$ cat src/rtl/alu_exec_pkg.sv
// Opcodes shared by alu and alu_exec, plus the execute-stage state type.
package alu_exec_pkg;

  localparam logic [5:0] ALU_ADD    = 6'h00;
  localparam logic [5:0] ALU_SUB    = 6'h01;
  localparam logic [5:0] ALU_LSL    = 6'h02;
  localparam logic [5:0] ALU_LSR    = 6'h03;
  localparam logic [5:0] ALU_ASR    = 6'h04;
  localparam logic [5:0] ALU_MUL    = 6'h05;
  localparam logic [5:0] ALU_DIV    = 6'h06;
  localparam logic [5:0] ALU_SIGNED = 6'h20;

  typedef enum logic [1:0] {
    S_IDLE = 2'd0,
    S_DIV  = 2'd1,
    S_FIX  = 2'd2
  } exec_state_e;

  // Opcode with the signedness modifier stripped.
  function automatic logic [5:0] op_base(input logic [5:0] op);
    return op & ~ALU_SIGNED;
  endfunction

endpackage

$ cat src/rtl/alu.sv
// Combinational ALU: add/sub with carry, shifts, low-half multiply, with flags.
module alu
  import alu_exec_pkg::*;
#(
  parameter int N = 8
) (
  input  logic [N-1:0] i_a,
  input  logic [N-1:0] i_b,
  input  logic [5:0]   i_op,
  input  logic         i_cin,
  output logic [N-1:0] o_out,
  output logic         o_cout,
  output logic         o_overflow,
  output logic         o_sign,
  output logic         o_zero
);

  logic         w_sgn;
  logic [N:0]   w_sum;
  logic [N:0]   w_dif;
  logic [2*N-1:0] w_ma;
  logic [2*N-1:0] w_mb;
  logic [2*N-1:0] w_prod;

  assign w_sgn  = (i_op & ALU_SIGNED) != 6'h00;
  assign w_sum  = {1'b0, i_a} + {1'b0, i_b} + {{N{1'b0}}, i_cin};
  // cout on SUB is the carry of a + ~b + 1, i.e. 1 when no borrow
  assign w_dif  = {1'b0, i_a} + {1'b0, ~i_b} + {{N{1'b0}}, 1'b1};
  assign w_ma   = w_sgn ? {{N{i_a[N-1]}}, i_a} : {{N{1'b0}}, i_a};
  assign w_mb   = w_sgn ? {{N{i_b[N-1]}}, i_b} : {{N{1'b0}}, i_b};
  assign w_prod = w_ma * w_mb;

  always_comb begin
    o_out      = '0;
    o_cout     = 1'b0;
    o_overflow = 1'b0;
    case (op_base(i_op))
      ALU_ADD: begin
        o_out      = w_sum[N-1:0];
        o_cout     = w_sum[N];
        o_overflow = (i_a[N-1] == i_b[N-1]) && (w_sum[N-1] != i_a[N-1]);
      end
      ALU_SUB: begin
        o_out      = w_dif[N-1:0];
        o_cout     = w_dif[N];
        o_overflow = (i_a[N-1] != i_b[N-1]) && (w_dif[N-1] != i_a[N-1]);
      end
      ALU_LSL: o_out = i_a << i_b;
      ALU_LSR: o_out = i_a >> i_b;
      ALU_ASR: o_out = N'($signed(i_a) >>> i_b);
      ALU_MUL: begin
        o_out = w_prod[N-1:0];
        if (w_sgn)
          o_overflow = !((&w_prod[2*N-1:N-1]) || !(|w_prod[2*N-1:N-1]));
        else
          o_overflow = |w_prod[2*N-1:N];
      end
      default: ;
    endcase
    o_sign = o_out[N-1];
    o_zero = (o_out == '0);
  end

endmodule

$ cat src/rtl/alu_exec_div.sv
// Iterative restoring divider on unsigned magnitudes; one quotient bit per cycle.
module div_iter #(
  parameter int N = 8
) (
  input  logic         clk,
  input  logic         reset,
  input  logic         i_start,
  input  logic [N-1:0] i_dividend,
  input  logic [N-1:0] i_divisor,
  output logic         o_done,
  output logic [N-1:0] o_quotient
);

  localparam int CW = $clog2(N);

  logic [N-1:0]  r_rem;
  logic [N-1:0]  r_quo;
  logic [N-1:0]  r_dvs;
  logic [CW-1:0] r_cnt;
  logic          r_run;
  logic [N:0]    w_shift;
  logic [N:0]    w_trial;
  logic          w_ge;

  // r_quo starts as the dividend and fills with quotient bits from the right.
  // The remainder stays below the divisor, so the top bit of the N+1 bit
  // trial difference is exactly the borrow.
  assign w_shift = {r_rem, r_quo[N-1]};
  assign w_trial = w_shift - {1'b0, r_dvs};
  assign w_ge    = !w_trial[N];

  always_ff @(posedge clk) begin
    if (reset) begin
      r_rem <= '0;
      r_quo <= '0;
      r_dvs <= '0;
      r_cnt <= '0;
      r_run <= 1'b0;
    end else if (i_start) begin
      r_rem <= '0;
      r_quo <= i_dividend;
      r_dvs <= i_divisor;
      r_cnt <= CW'(N - 1);
      r_run <= 1'b1;
    end else if (r_run) begin
      r_rem <= w_ge ? w_trial[N-1:0] : w_shift[N-1:0];
      r_quo <= {r_quo[N-2:0], w_ge};
      r_cnt <= r_cnt - CW'(1);
      if (r_cnt == '0) r_run <= 1'b0;
    end
  end

  assign o_done     = r_run && (r_cnt == '0);
  assign o_quotient = r_quo;

endmodule

$ cat src/rtl/alu_exec.sv
// Execute stage: single-cycle ops through alu, DIV through div_iter, one
// registered back-pressurable result port.
module alu_exec
  import alu_exec_pkg::*;
#(
  parameter int N = 8
) (
  input  logic         clk,
  input  logic         reset,
  input  logic         in_valid,
  output logic         in_ready,
  input  logic [5:0]   in_op,
  input  logic [N-1:0] in_a,
  input  logic [N-1:0] in_b,
  input  logic         in_cin,
  output logic         out_valid,
  input  logic         out_ready,
  output logic [N-1:0] out_result,
  output logic         out_cout,
  output logic         out_overflow,
  output logic         out_sign,
  output logic         out_zero,
  output logic         busy
);

  localparam logic [N-1:0] MOST_NEG = {1'b1, {(N-1){1'b0}}};

  exec_state_e  r_state, w_next;
  logic         r_out_valid;
  logic [N-1:0] r_result;
  logic         r_cout, r_ovf, r_sign, r_zero;
  logic         r_neg, r_dz, r_mn;

  logic [N-1:0] w_alu_out;
  logic         w_alu_cout, w_alu_ovf, w_alu_sign, w_alu_zero;
  logic         w_signed, w_is_div, w_accept, w_div_start, w_div_done;
  logic [N-1:0] w_mag_a, w_mag_b, w_quo, w_div_res;
  logic         w_div_ovf;

  assign w_signed    = (in_op & ALU_SIGNED) != 6'h00;
  assign w_is_div    = op_base(in_op) == ALU_DIV;
  assign in_ready    = (r_state == S_IDLE) && (!r_out_valid || out_ready);
  assign w_accept    = in_valid && in_ready;
  assign w_div_start = w_accept && w_is_div;
  assign w_mag_a     = (w_signed && in_a[N-1]) ? -in_a : in_a;
  assign w_mag_b     = (w_signed && in_b[N-1]) ? -in_b : in_b;

  alu #(.N(N)) u_alu (
    .i_a       (in_a),
    .i_b       (in_b),
    .i_op      (in_op),
    .i_cin     (in_cin),
    .o_out     (w_alu_out),
    .o_cout    (w_alu_cout),
    .o_overflow(w_alu_ovf),
    .o_sign    (w_alu_sign),
    .o_zero    (w_alu_zero)
  );

  div_iter #(.N(N)) u_div (
    .clk       (clk),
    .reset     (reset),
    .i_start   (w_div_start),
    .i_dividend(w_mag_a),
    .i_divisor (w_mag_b),
    .o_done    (w_div_done),
    .o_quotient(w_quo)
  );

  always_comb begin
    w_next = r_state;
    case (r_state)
      S_IDLE:  if (w_div_start) w_next = S_DIV;
      S_DIV:   if (w_div_done) w_next = S_FIX;
      S_FIX:   w_next = S_IDLE;
      default: w_next = S_IDLE;
    endcase
  end

  // Special cases override the divider's magnitude quotient.
  always_comb begin
    w_div_res = r_neg ? -w_quo : w_quo;
    w_div_ovf = 1'b0;
    if (r_dz) begin
      w_div_res = '1;
      w_div_ovf = 1'b1;
    end else if (r_mn) begin
      w_div_res = MOST_NEG;
      w_div_ovf = 1'b1;
    end
  end

  always_ff @(posedge clk) begin
    if (reset) r_state <= S_IDLE;
    else       r_state <= w_next;
  end

  always_ff @(posedge clk) begin
    if (reset) begin
      r_neg <= 1'b0;
      r_dz  <= 1'b0;
      r_mn  <= 1'b0;
    end else if (w_div_start) begin
      r_neg <= w_signed && (in_a[N-1] ^ in_b[N-1]);
      r_dz  <= (in_b == '0);
      r_mn  <= w_signed && (in_a == MOST_NEG) && (in_b == '1);
    end
  end

  // A DIV is only accepted with the output register empty or draining, so
  // the FIX load never lands on an unconsumed result.
  always_ff @(posedge clk) begin
    if (reset) begin
      r_out_valid <= 1'b0;
      r_result    <= '0;
      r_cout      <= 1'b0;
      r_ovf       <= 1'b0;
      r_sign      <= 1'b0;
      r_zero      <= 1'b0;
    end else if (r_state == S_FIX) begin
      r_out_valid <= 1'b1;
      r_result    <= w_div_res;
      r_cout      <= 1'b0;
      r_ovf       <= w_div_ovf;
      r_sign      <= w_div_res[N-1];
      r_zero      <= (w_div_res == '0);
    end else if (w_accept && !w_is_div) begin
      r_out_valid <= 1'b1;
      r_result    <= w_alu_out;
      r_cout      <= w_alu_cout;
      r_ovf       <= w_alu_ovf;
      r_sign      <= w_alu_sign;
      r_zero      <= w_alu_zero;
    end else if (r_out_valid && out_ready) begin
      r_out_valid <= 1'b0;
    end
  end

  assign out_valid    = r_out_valid;
  assign out_result   = r_result;
  assign out_cout     = r_cout;
  assign out_overflow = r_ovf;
  assign out_sign     = r_sign;
  assign out_zero     = r_zero;
  assign busy         = (r_state != S_IDLE);

endmodule

$ cat config.mk
export PLATFORM = sky130hd
export DESIGN_NAME = alu_exec
export DESIGN_NICKNAME = d
export VERILOG_FILES = /design/src/rtl/alu_exec_pkg.sv /design/src/rtl/alu.sv /design/src/rtl/alu_exec_div.sv /design/src/rtl/alu_exec.sv
export SDC_FILE = /design/constraint.sdc
export NUM_CORES = 1
export LEC_CHECK = 0
export BUFFER_PORTS_ARGS = -buffer_cell sky130_fd_sc_hd__buf_2
export CAP_MARGIN = 20
export CORE_ASPECT_RATIO = 0.8
export CORE_MARGIN = 3
export CORE_UTILIZATION = 35
export DETAILED_ROUTE_END_ITERATION = 8
export GPL_ROUTABILITY_DRIVEN = 0
export PLACE_DENSITY_LB_ADDON = 0.1
export SLEW_MARGIN = 25
export SYNTH_ARGS = -nofsm -noshare
export SYNTH_HDL_FRONTEND = slang
export SYNTH_SLANG_ARGS = --single-unit
$ cat constraint.sdc
create_clock -name clk -period 14.8 [get_ports clk]
set_clock_uncertainty 0.2 [all_clocks]
set_input_delay 1.48 -clock clk [delete_from_list [all_inputs] [get_ports clk]]
set_output_delay 1.48 -clock clk [all_outputs]
set_load 0.1 [all_outputs]
==> results of run 1 <==
[power by group]
group | leakage (nW) | switching, mW | internal [mW] | total (mW)
clock network | 0.0859 | 0.0559 | 0.0813 | 0.137
logic | 3.37 | 0.431 | 0.290 | 0.721
registers | 0.364 | 0.00207 | 0.123 | 0.125
total | 3.82 | 0.489 | 0.495 | 0.984
[critical path, stage by stage]
cell and delay (ns):
sky130_fd_sc_hd__buf_2 0.55, sky130_fd_sc_hd__nand3_1 0.32, sky130_fd_sc_hd__inv_1 0.16, sky130_fd_sc_hd__fa_1 0.45
sky130_fd_sc_hd__inv_1 0.23, sky130_fd_sc_hd__fa_1 0.47, sky130_fd_sc_hd__fa_1 0.52, sky130_fd_sc_hd__inv_1 0.05
sky130_fd_sc_hd__fa_1 0.48, sky130_fd_sc_hd__inv_1 0.06, sky130_fd_sc_hd__fa_1 0.50, sky130_fd_sc_hd__fa_1 0.54
sky130_fd_sc_hd__inv_1 0.04, sky130_fd_sc_hd__ha_1 0.35, sky130_fd_sc_hd__nor2b_1 0.16, sky130_fd_sc_hd__a221oi_1 0.28
sky130_fd_sc_hd__o21ai_0 0.16, sky130_fd_sc_hd__xnor2_1 0.17, sky130_fd_sc_hd__nor4_1 0.24, sky130_fd_sc_hd__o21ai_1 0.10
[layer usage]
layer / vias up / track usage (%) / share of wire, %
met5: - / 0 / 0
met4: 0 / 4.34 / 1.8
met3: 25 / 2.39 / 4.6
met2: 179 / 26.5 / 42
met1: 3444 / 29.7 / 51
li1: 3387 / - / -
[registers in the layout (all words and copies together) (netlist names)]
signal	flops
out_result	8
u_div.o_quotient	8
u_div.r_dvs	8
u_div.r_rem	8
u_div.r_cnt	3
r_state	2
out_cout	1
out_overflow	1
out_valid	1
out_zero	1
r_dz	1
r_mn	1
r_neg	1
u_div.r_run	1
[cell type report]
cell class / count / area (um^2) / area share, %
Multi-Input combinational cell: 753 / 6430 / 74.0
Clock buffer: 5 / 125 / 1.44
Inverter: 145 / 544 / 6.26
Tap cell: 306 / 383 / 4.41
Sequential cell: 45 / 902 / 10.4
Timing Repair Buffer: 48 / 258 / 2.97
Clock inverter: 3 / 50.0 / 0.576
[synth_stat cells, types with 8 or more instances]
cell type	count	share of area, %
sky130_fd_sc_hd__a211oi_1	16	1.5
sky130_fd_sc_hd__a21oi_1	54	3.3
sky130_fd_sc_hd__a31oi_1	8	0.61
sky130_fd_sc_hd__and2_1	15	1.1
sky130_fd_sc_hd__and3_1	10	0.76
sky130_fd_sc_hd__clkbuf_1	32	1.5
sky130_fd_sc_hd__dfxtp_1	45	11
sky130_fd_sc_hd__fa_1	77	19
sky130_fd_sc_hd__ha_1	82	13
sky130_fd_sc_hd__inv_1	144	6.6
sky130_fd_sc_hd__mux2i_1	20	2.4
sky130_fd_sc_hd__nand2_1	81	3.7
sky130_fd_sc_hd__nand3_1	17	1.0
sky130_fd_sc_hd__nand4_1	9	0.69
sky130_fd_sc_hd__nor2_1	79	3.6
sky130_fd_sc_hd__nor2b_1	12	0.92
sky130_fd_sc_hd__nor3_1	20	1.2
sky130_fd_sc_hd__nor4_1	8	0.61
sky130_fd_sc_hd__o21ai_0	36	2.2
sky130_fd_sc_hd__xnor2_1	38	4.1
sky130_fd_sc_hd__xor2_1	19	2.0
[through the flow]
stage               hold WS [ns]  cell area, um^2  util [%]  instances  setup WS [ns]
floorplan                  0.232             8200         -       1003           7.41
global placement           0.250             8510      37.4       1297           7.23
detailed placement         0.256             8510      37.4       1297           7.19
CTS                        0.269             8690      38.2       1305           7.47
global route               0.290             8690      38.2       1305           7.05
finish                     0.262             8690      38.2       1305           7.44
[how the worst max path moves through the flow]
stage               startpoint            to  cells past startpoint
floorplan              in_a[7]  out_overflow                     23
global placement       in_b[1]  out_overflow                     20
detailed placement     in_b[1]  out_overflow                     20
CTS                    in_b[1]  out_overflow                     20
global route           in_b[1]  out_overflow                     20
finish                 in_b[1]  out_overflow                     20
[cell families after synthesis]
group / Yosys count
and+or+nand+nor: 298
AOI/OAI and AO/OA: 206
DFF: 45
adders and majority gates: 159
buffers and inverters: 205
muxes: 31
xor gates and xnor gates: 59
==> tab_implementation.tex, run 1 <==
\begin{tabular}{lr}
\hline
Metric & Value \\
\hline
\multicolumn{2}{l}{\textbf{Worst setup path}} \\
Reg2reg setup slack & 11.59 ns \\
Largest fanout on the critical path & 33 \\
Crit Path Class & primary input to register \\
Worst reg2reg path depth & 11 \\
Critical path launch point type & primary input \\
Worst reg2reg path endpoint & u\_div.r\_rem[1] \\
Critical Path Sink Type & register \\
Required time at the worst-slack endpoint & 14.77 ns \\
Startpoint of the worst-slack reg-to-reg timing path & u\_div.o\_quotient[7] \\
Worst Path Arrival & 7.33 ns \\
\multicolumn{2}{l}{\textbf{Logic synthesis}} \\
Synthesized area & 8200 um\^{}2 \\
Compound-cell area share of the yosys netlist & 17.2\% \\
Post-synthesis cell count & 1003 \\
Sequential cell area fraction in the yosys report & 11.0\% \\
Share of synthesized cell area in full adder, half adder and majority cells & 31.3\% \\
Async set or reset register ratio after synthesis & 0\% \\
Synth cell types & 89 \\
FF+latch count, synth & 45 \\
Fraction of the mapped netlist area in simple logic gates & 18.4\% \\
Dominant register cell in the synthesized netlist & sky130\_fd\_sc\_hd\_\_dfxtp\_1 \\
Count of flip-flops with a built-in enable after synthesis & 0 \\
Combinational family with the most area after synthesis & adder cells \\
Synth warn & 0 \\
Multiplexer fraction of the synthesized cell area & 4.78\% \\
Mean post-synth cell area & 8.17 um\^{}2 \\
Post-synthesis net count & 1189 \\
Xor and xnor fraction of the mapped netlist area & 6.70\% \\
\multicolumn{2}{l}{\textbf{Detailed routing}} \\
Post-Route WL & 23700 um \\
Detailed router's first-iteration violation count & 556 \\
Antenna Violating Nets Remaining & 0 \\
Vias post-DR & 7035 \\
DR DRC count & 0 \\
Detail-routed via count per cell & 5.39 \\
Detailed-route wire length per cell & 18.2 um \\
First-pass iteration count of the detailed router & 5 \\
\multicolumn{2}{l}{\textbf{Floorplan}} \\
Total die area & 25300 um\^{}2 \\
Floorplan core area & 22700 um\^{}2 \\
Number of rows in the core area & 49 \\
Top-level I/O count & 42 \\
Initial cell density of the core & 36.0\% \\
Die outline width & 177 um \\
Floorplan die height & 143 um \\
\multicolumn{2}{l}{\textbf{Clock network}} \\
Post-cts repair resize count & 0 \\
Worst-skew pair later-pin latency & 0.30 ns \\
CTS H-tree lvls & 2 \\
Register clock-pin slew on the reported worst setup and hold paths & 0.07 ns \\
Max Buffers Root-to-Sink & 2 \\
Number of clock sinks & 45 \\
Buffer cell driving the clock tree root & sky130\_fd\_sc\_hd\_\_clkbuf\_16 \\
Count of buffers added by post-CTS timing repair for setup & 0 \\
TritonCTS clock tree & done \\
Hold\_buf cts & 0 \\
CTS Buf Count & 5 \\
\multicolumn{2}{l}{\textbf{Layout}} \\
Most used cells in the layout excluding fill and tap cells & sky130\_fd\_sc\_hd\_\_inv\_1, sky130\_fd\_sc\_hd\_\_ha\_1, sky130\_fd\_sc\_hd\_\_nand2\_1 \\
Antenna fix cells & 0 \\
Number of nets in the final layout & 1184 \\
Layout overhead on the synthesized area & 6.00\% \\
Fill cells & 2400 \\
Most common cell after layout, fill and taps aside & sky130\_fd\_sc\_hd\_\_inv\_1 \\
Layout cells sized above 1 & 9.61\% \\
\multicolumn{2}{l}{\textbf{Power and ir drop}} \\
Maximum ir drop on the vdd rail & 79.8 uV \\
Leakage power summed over all cells & 3.82 nW \\
Pwr per Cell Area & 113 nW/um\^{}2 \\
Total Power Consumption & 0.984 mW \\
\multicolumn{2}{l}{\textbf{Global routing}} \\
Wire length of the first global-routing pass & 37300 um \\
Number of antenna violations at the first check in global routing & 0 \\
Number of global-route vias before repair & 6573 \\
Total routing resource utilization after global routing & 18.7\% \\
Global route total overflow & 0 \\
Maximum number of pins on one net before global-route repair & 44 \\
\multicolumn{2}{l}{\textbf{Timing}} \\
Min Clock Period, post-route & 7.36 ns \\
Max-Slew Margin vs Limit & 36.3\% \\
Worst slew pin tran & 0.953 ns \\
Setup repair after global routing missed its margin & no \\
Post-route fraction of the period consumed by the critical path & 49.7\% \\
Max Slew Vio Count & 0 \\
Count of endpoints failing setup in the final report & 0 \\
TNS Setup & 0 ns \\
Highest Clock Rate & 136 MHz \\
Final Hold Vio Count & 0 \\
\multicolumn{2}{l}{\textbf{Status}} \\
Outcome & finished, final reports clean \\
\multicolumn{2}{l}{\textbf{Run}} \\
Max capacitance violation total & 0 \\
\multicolumn{2}{l}{\textbf{Place}} \\
Port Buffer Count & 41 \\
Detailed placement HPWL & 18500 um \\
\multicolumn{2}{l}{\textbf{Min path}} \\
Min-Delay Startpoint & u\_div.r\_dvs[7] \\
Min-Delay Endpoint & u\_div.r\_dvs[7] \\
Kind of path behind the tightest hold check & register to register \\
Cell count of the worst hold path & 2 \\
\hline
\end{tabular}
Power figures use the tool's default switching activity.
==> run 2: changes to the inputs <==
==> constraint.sdc (replaced) <==
create_clock -name clk -period 5.9 [get_ports clk]
set_clock_uncertainty 0.2 [all_clocks]
set_input_delay 0.59 -clock clk [delete_from_list [all_inputs] [get_ports clk]]
set_output_delay 0.59 -clock clk [all_outputs]
set_load 0.1 [all_outputs]
==> tab_implementation.tex, run 2 (synthesized netlist as in run 1, its figures left out) <==
\begin{tabular}{lr}
\hline
Metric & Value \\
\hline
\multicolumn{2}{l}{\textbf{Min path}} \\
Cell count of the worst hold path & 2 \\
Kind of path behind the tightest hold check & register to register \\
\multicolumn{2}{l}{\textbf{Layout}} \\
Layout overhead on the synthesized area & 14.7\% \\
Most common cell after layout, fill and taps aside & sky130\_fd\_sc\_hd\_\_inv\_1 \\
Most used cells in the layout excluding fill and tap cells & sky130\_fd\_sc\_hd\_\_inv\_1, sky130\_fd\_sc\_hd\_\_buf\_4, sky130\_fd\_sc\_hd\_\_nand2\_1 \\
Register area & 901 um\^{}2 \\
Area used by multi-input combinational logic & 6480 um\^{}2 \\
Fill cells & 2365 \\
Final core occ & 41.3\% \\
Layout cells sized above 1 & 17.5\% \\
Number of nets in the final layout & 1269 \\
Antenna fix cells & 0 \\
\multicolumn{2}{l}{\textbf{Power and ir drop}} \\
Leakage power summed over all cells & 4.25 nW \\
Sequential fraction of design power & 11.0\% \\
Combinational group share of total power & 76.9\% \\
Internal & 1.53 mW \\
Portion of total power attributed to the clock network & 12.1\% \\
Reported net switching power & 1.33 mW \\
Maximum ir drop on the vdd rail & 315 uV \\
Pwr per Cell Area & 304 nW/um\^{}2 \\
Fraction of power spent switching nets & 46.5\% \\
\multicolumn{2}{l}{\textbf{Run}} \\
Max capacitance violation total & 0 \\
\multicolumn{2}{l}{\textbf{Worst setup path}} \\
Worst reg2reg path depth & 11 \\
Top Family by Delay on Critical Path & adder cells \\
Largest fanout on the critical path & 7 \\
Crit Path Class & primary input to register \\
Delay of the slowest cell on the worst path & 0.55 ns \\
Cell with the largest stage delay on the worst path & sky130\_fd\_sc\_hd\_\_fa\_1 \\
Critical path launch point type & primary input \\
Stages on the worst setup path & 20 \\
Required time at the worst-slack endpoint & 5.87 ns \\
Critical-path cell list & buf\_2 > nand3\_2 > inv\_1 > fa\_1 > inv\_2 > fa\_1 > fa\_1 > inv\_1 > fa\_1 > inv\_1 > fa\_1 > fa\_1 > inv\_1 > ha\_4 > nor2b\_1 > a221oi\_1 > o21ai\_1 > xnor2\_1 > nor4\_1 > o21ai\_1 \\
Most frequent cell on the critical path & sky130\_fd\_sc\_hd\_\_fa\_1 \\
Critical Path Sink Type & register \\
Worst Path Arrival & 5.60 ns \\
Buffering stage count on the worst path with inverters included & 6 \\
\multicolumn{2}{l}{\textbf{Global routing}} \\
Wire length of the first global-routing pass & 39300 um \\
Global route total overflow & 0 \\
Number of antenna violations at the first check in global routing & 0 \\
Total routing resource utilization after global routing & 19.8\% \\
Number of global-route vias before repair & 6787 \\
Maximum number of pins on one net before global-route repair & 44 \\
\multicolumn{2}{l}{\textbf{Detailed routing}} \\
Met3 routed wirelength & 1110 um \\
Antenna Violating Nets Remaining & 0 \\
Routed met2 length & 10300 um \\
Wire length on met1 & 13200 um \\
DR DRC count & 0 \\
First-pass iteration count of the detailed router & 5 \\
Detailed-route wire length per cell & 17.8 um \\
Highest Signal Layer & met4 \\
Detail-routed via count per cell & 5.21 \\
Post-Route WL & 24700 um \\
Detailed router's first-iteration violation count & 513 \\
Vias post-DR & 7244 \\
\multicolumn{2}{l}{\textbf{Clock network}} \\
TritonCTS clock tree & done \\
CTS H-tree lvls & 2 \\
CTS Buf Count & 5 \\
Hold\_buf cts & 0 \\
Number of clock sinks & 45 \\
Buffer cell driving the clock tree root & sky130\_fd\_sc\_hd\_\_clkbuf\_16 \\
Worst-skew pair later-pin latency & 0.30 ns \\
Max Buffers Root-to-Sink & 2 \\
Register clock-pin slew on the reported worst setup and hold paths & 0.07 ns \\
\multicolumn{2}{l}{\textbf{Timing}} \\
Min Clock Period, post-route & 5.63 ns \\
Highest Clock Rate & 178 MHz \\
Post-route fraction of the period consumed by the critical path & 95.4\% \\
Final Hold Vio Count & 0 \\
Count of endpoints failing setup in the final report & 0 \\
Max Slew Vio Count & 0 \\
Crit path setup slack, layout & 0.270 ns \\
Worst slew pin tran & 0.948 ns \\
Max-Slew Margin vs Limit & 36.7\% \\
Setup repair after global routing missed its margin & no \\
\multicolumn{2}{l}{\textbf{Floorplan}} \\
Floorplan die height & 143 um \\
Total die area & 25300 um\^{}2 \\
Number of rows in the core area & 49 \\
Floorplan core area & 22700 um\^{}2 \\
Top-level I/O count & 42 \\
Initial cell density of the core & 36.0\% \\
Die outline width & 177 um \\
\multicolumn{2}{l}{\textbf{Status}} \\
Outcome & finished, final reports clean \\
\multicolumn{2}{l}{\textbf{Place}} \\
Detailed placement HPWL & 20400 um \\
DP Worst Slack & -0.0708 ns \\
Port Buffer Count & 41 \\
\hline
\end{tabular}
run 2: changes by cell type in the layout (fill, tap and decap cells not counted), moves of 3 or more:
cell,change
sky130_fd_sc_hd__nand3_1,-3
sky130_fd_sc_hd__buf_4,+84
sky130_fd_sc_hd__clkbuf_4,+3
sky130_fd_sc_hd__buf_2,-3
sky130_fd_sc_hd__nand3_2,+3
run 2: what timing repair did:
item | CTS | global route
setup endpoints to repair | 0 | 1
endpoints found under the hold margin | 0 | 0
setup buffers | 0 | 0
resized for setup | 0 | 4
run 2: worst paths after layout:
kind / startpoint / to / slack (ns)
hold / removal: u_div.r_dvs[7] / u_div.r_dvs[7] / 0.26
setup / recovery: in_b[1] / out_overflow / 0.27
setup reg to reg: u_div.o_quotient[7] / u_div.r_rem[1] / 2.68
hold reg to reg: u_div.r_dvs[7] / u_div.r_dvs[7] / 0.26
run 2: per-layer routing:
metal  track usage [%]  up-vias
met5                 0        -
met4              2.36        0
met3              2.05       11
met2              28.1      152
met1              32.7     3518
li1                  -     3563
run 2: area by class of cell:
cell class,instances,area share [%]
Inverter,145,5.79
Clock inverter,3,0.533
Sequential cell,45,9.59
Multi-Input combinational cell,753,68.9
Clock buffer,5,1.33
Tap cell,306,4.07
Timing Repair Buffer,133,9.75
run 2: power groups by stage:
stage	sequential (mW)	clock [mW]	combinational [mW]
after floorplan	0.349	0	1.54
after global placement	0.322	0	2.21
after detailed placement	0.321	0	2.19
after CTS	0.314	0.356	2.21
after global routing	0.315	0.366	2.50
final	0.314	0.345	2.20
run 2: worst min-delay path, delay by kind of cell (launching register included):
kind,cells,cell delay [ns]
and+or+nand+nor,1,0.05
DFF,1,0.31
AOI/OAI and AO/OA,1,0.05
run 2: through the flow:
stage	hold WS (ns)	TNS, ns	power [mW]	instances	instance area [um^2]
after detailed placement	0.258	-0.0708	2.51	1382	9210
after CTS	0.270	0	2.88	1390	9390
after global placement	0.247	-0.0106	2.53	1382	9210
final	0.263	0	2.86	1390	9400
after floorplan	0.232	0	1.88	1003	8290
after global routing	0.285	0	3.18	1390	9400
==> run 3: changes to the inputs <==
--- a/config.mk
+++ b/config.mk
@@ -5,6 +5,7 @@
 export SDC_FILE = /design/constraint.sdc
 export NUM_CORES = 1
 export LEC_CHECK = 0
+export ABC_CLOCK_PERIOD_IN_PS = 5600
 export BUFFER_PORTS_ARGS = -buffer_cell sky130_fd_sc_hd__buf_2
 export CAP_MARGIN = 20
 export CORE_ASPECT_RATIO = 0.8
==> constraint.sdc (replaced) <==
create_clock -name clk -period 5.6 [get_ports clk]
set_clock_uncertainty 0.2 [all_clocks]
set_input_delay 0.56 -clock clk [delete_from_list [all_inputs] [get_ports clk]]
set_output_delay 0.56 -clock clk [all_outputs]
set_load 0.1 [all_outputs]
==> tab_implementation.tex, run 3 (synthesized netlist as in run 1, its figures left out) <==
\begin{tabular}{lr}
\hline
Metric & Value \\
\hline
\multicolumn{2}{l}{\textbf{Status}} \\
Outcome & finished, final reports clean \\
\multicolumn{2}{l}{\textbf{Power and ir drop}} \\
Leakage power summed over all cells & 4.40 nW \\
Pwr per Cell Area & 368 nW/um\^{}2 \\
Total Power Consumption & 3.63 mW \\
Maximum ir drop on the vdd rail & 489 uV \\
\multicolumn{2}{l}{\textbf{Global routing}} \\
Wire length of the first global-routing pass & 38900 um \\
Global route total overflow & 0 \\
Total routing resource utilization after global routing & 19.5\% \\
Number of antenna violations at the first check in global routing & 0 \\
Number of global-route vias before repair & 6875 \\
Maximum number of pins on one net before global-route repair & 44 \\
\multicolumn{2}{l}{\textbf{Timing}} \\
Count of endpoints failing setup in the final report & 0 \\
Worst slew pin tran & 1.05 ns \\
Max-Slew Margin vs Limit & 29.7\% \\
Post-route fraction of the period consumed by the critical path & 97.8\% \\
Crit path setup slack, layout & 0.122 ns \\
Setup repair after global routing missed its margin & yes \\
Min Clock Period, post-route & 5.48 ns \\
Highest Clock Rate & 183 MHz \\
Max Slew Vio Count & 0 \\
Final Hold Vio Count & 0 \\
Worst hold slack & 0.257 ns \\
\multicolumn{2}{l}{\textbf{Worst setup path}} \\
Critical Path Sink Type & register \\
Crit Path Class & primary input to register \\
Worst Path Arrival & 5.45 ns \\
Required time at the worst-slack endpoint & 5.57 ns \\
Largest fanout on the critical path & 9 \\
Critical path launch point type & primary input \\
\multicolumn{2}{l}{\textbf{Layout}} \\
Number of nets in the final layout & 1290 \\
Most used cells in the layout excluding fill and tap cells & sky130\_fd\_sc\_hd\_\_inv\_1, sky130\_fd\_sc\_hd\_\_buf\_4, sky130\_fd\_sc\_hd\_\_nand2\_1 \\
Layout overhead on the synthesized area & 20.3\% \\
Fill cells & 2334 \\
Layout cells sized above 1 & 22.0\% \\
Antenna fix cells & 0 \\
Post-route cell area & 9860 um\^{}2 \\
Non-filler cells in the finished layout & 1411 \\
Most common cell after layout, fill and taps aside & sky130\_fd\_sc\_hd\_\_inv\_1 \\
\multicolumn{2}{l}{\textbf{Clock network}} \\
CTS H-tree lvls & 2 \\
Buffer cell driving the clock tree root & sky130\_fd\_sc\_hd\_\_clkbuf\_16 \\
Number of clock sinks & 45 \\
Worst-skew pair later-pin latency & 0.30 ns \\
Max Buffers Root-to-Sink & 2 \\
TritonCTS clock tree & done \\
Register clock-pin slew on the reported worst setup and hold paths & 0.08 ns \\
CTS Buf Count & 5 \\
\multicolumn{2}{l}{\textbf{Floorplan}} \\
Number of rows in the core area & 49 \\
Initial cell density of the core & 36.0\% \\
Die outline width & 177 um \\
Floorplan die height & 143 um \\
Total die area & 25300 um\^{}2 \\
Top-level I/O count & 42 \\
Floorplan core area & 22700 um\^{}2 \\
\multicolumn{2}{l}{\textbf{Place}} \\
Placed Cells incl. Taps & 1397 \\
DP Worst Slack & -0.306 ns \\
Port Buffer Count & 41 \\
Detailed placement HPWL & 20300 um \\
Post-DP Area & 9410 um\^{}2 \\
\multicolumn{2}{l}{\textbf{Detailed routing}} \\
First-pass iteration count of the detailed router & 5 \\
DR DRC count & 0 \\
Detailed router's first-iteration violation count & 484 \\
Post-Route WL & 24900 um \\
Detailed-route wire length per cell & 17.7 um \\
Vias post-DR & 7229 \\
Antenna Violating Nets Remaining & 0 \\
Detail-routed via count per cell & 5.12 \\
\multicolumn{2}{l}{\textbf{Run}} \\
Max capacitance violation total & 0 \\
\multicolumn{2}{l}{\textbf{Min path}} \\
Kind of path behind the tightest hold check & register to register \\
\hline
\end{tabular}
-- run 3: cell types whose count changed in the layout (fill, tap and decap cells not counted), sizes merged --
cell,change
buf,+17
clkbuf,+4
-- run 3: worst max-delay path, cell delays in order --
cell                      delay [ns]
sky130_fd_sc_hd__buf_12         0.10
sky130_fd_sc_hd__buf_12         0.11
sky130_fd_sc_hd__nand3_4        0.09
sky130_fd_sc_hd__buf_12         0.14
sky130_fd_sc_hd__fa_1           0.47
sky130_fd_sc_hd__fa_1           0.48
sky130_fd_sc_hd__fa_1           0.49
sky130_fd_sc_hd__inv_1          0.04
sky130_fd_sc_hd__ha_1           0.26
sky130_fd_sc_hd__inv_1          0.04
sky130_fd_sc_hd__fa_1           0.45
sky130_fd_sc_hd__fa_1           0.49
sky130_fd_sc_hd__inv_1          0.04
sky130_fd_sc_hd__ha_1           0.31
sky130_fd_sc_hd__and2_1         0.17
sky130_fd_sc_hd__a31o_2         0.21
sky130_fd_sc_hd__a211o_1        0.24
sky130_fd_sc_hd__a21oi_2        0.18
sky130_fd_sc_hd__xnor2_2        0.13
sky130_fd_sc_hd__nand2_1        0.09
sky130_fd_sc_hd__nor4_2         0.25
sky130_fd_sc_hd__o21ai_1        0.10
-- run 3: repair_timing --
action / CTS / global route
endpoints found under the setup margin: 0 / 1
resized for setup: 0 / 51
setup buffers: 0 / 6
hold buffers: 0 / 0
-- run 3: final timing paths --
| path | startpoint | to | slack (ns) | depth (start not counted) |
|---|---|---|---|---|
| min | u_div.r_dvs[7] | u_div.r_dvs[7] | 0.26 | 2 |
| min reg2reg | u_div.r_dvs[7] | u_div.r_dvs[7] | 0.26 | 2 |
| max reg2reg | u_div.o_quotient[7] | u_div.r_rem[0] | 2.40 | 11 |
| max | in_a[7] | out_overflow | 0.12 | 22 |
-- run 3: final cells by class --
cell class / instances / area [um^2] / area share, %
clock inverters: 3 / 50.0 / 0.508
clock buffers: 5 / 125 / 1.27
multi-input cells: 753 / 6690 / 67.8
inverters: 145 / 552 / 5.60
repair buffers: 154 / 1160 / 11.8
well taps: 306 / 383 / 3.88
flip-flops and latches: 45 / 901 / 9.14
-- run 3: power breakdown --
group,total (mW),internal [mW],leakage (nW),switching (mW)
registers,0.331,0.326,0.364,0.00541
clock network,0.367,0.215,0.0859,0.152
logic,2.93,1.42,3.95,1.51
-- run 3: through the flow --
step	util, %	setup TNS [ns]
6_report	43.3	0
5_1_grt	43.3	-0.0793
4_1_cts	42.1	0
3_5_place_dp	41.4	-0.356
3_3_place_gp	41.4	-0.387
2_1_floorplan	-	-0.0586
-- run 3: routing by layer --
metal  routed length [um]  vias to the layer above  GRT usage (%)  share of wire (%)
met5                    0                        -              0                  0
met4                  391                        0           3.14                1.6
met3                 1050                       20           2.66                4.2
met2                10400                      147           28.0                 42
met1                13100                     3457           31.2                 53
li1                     -                     3605              -                  -
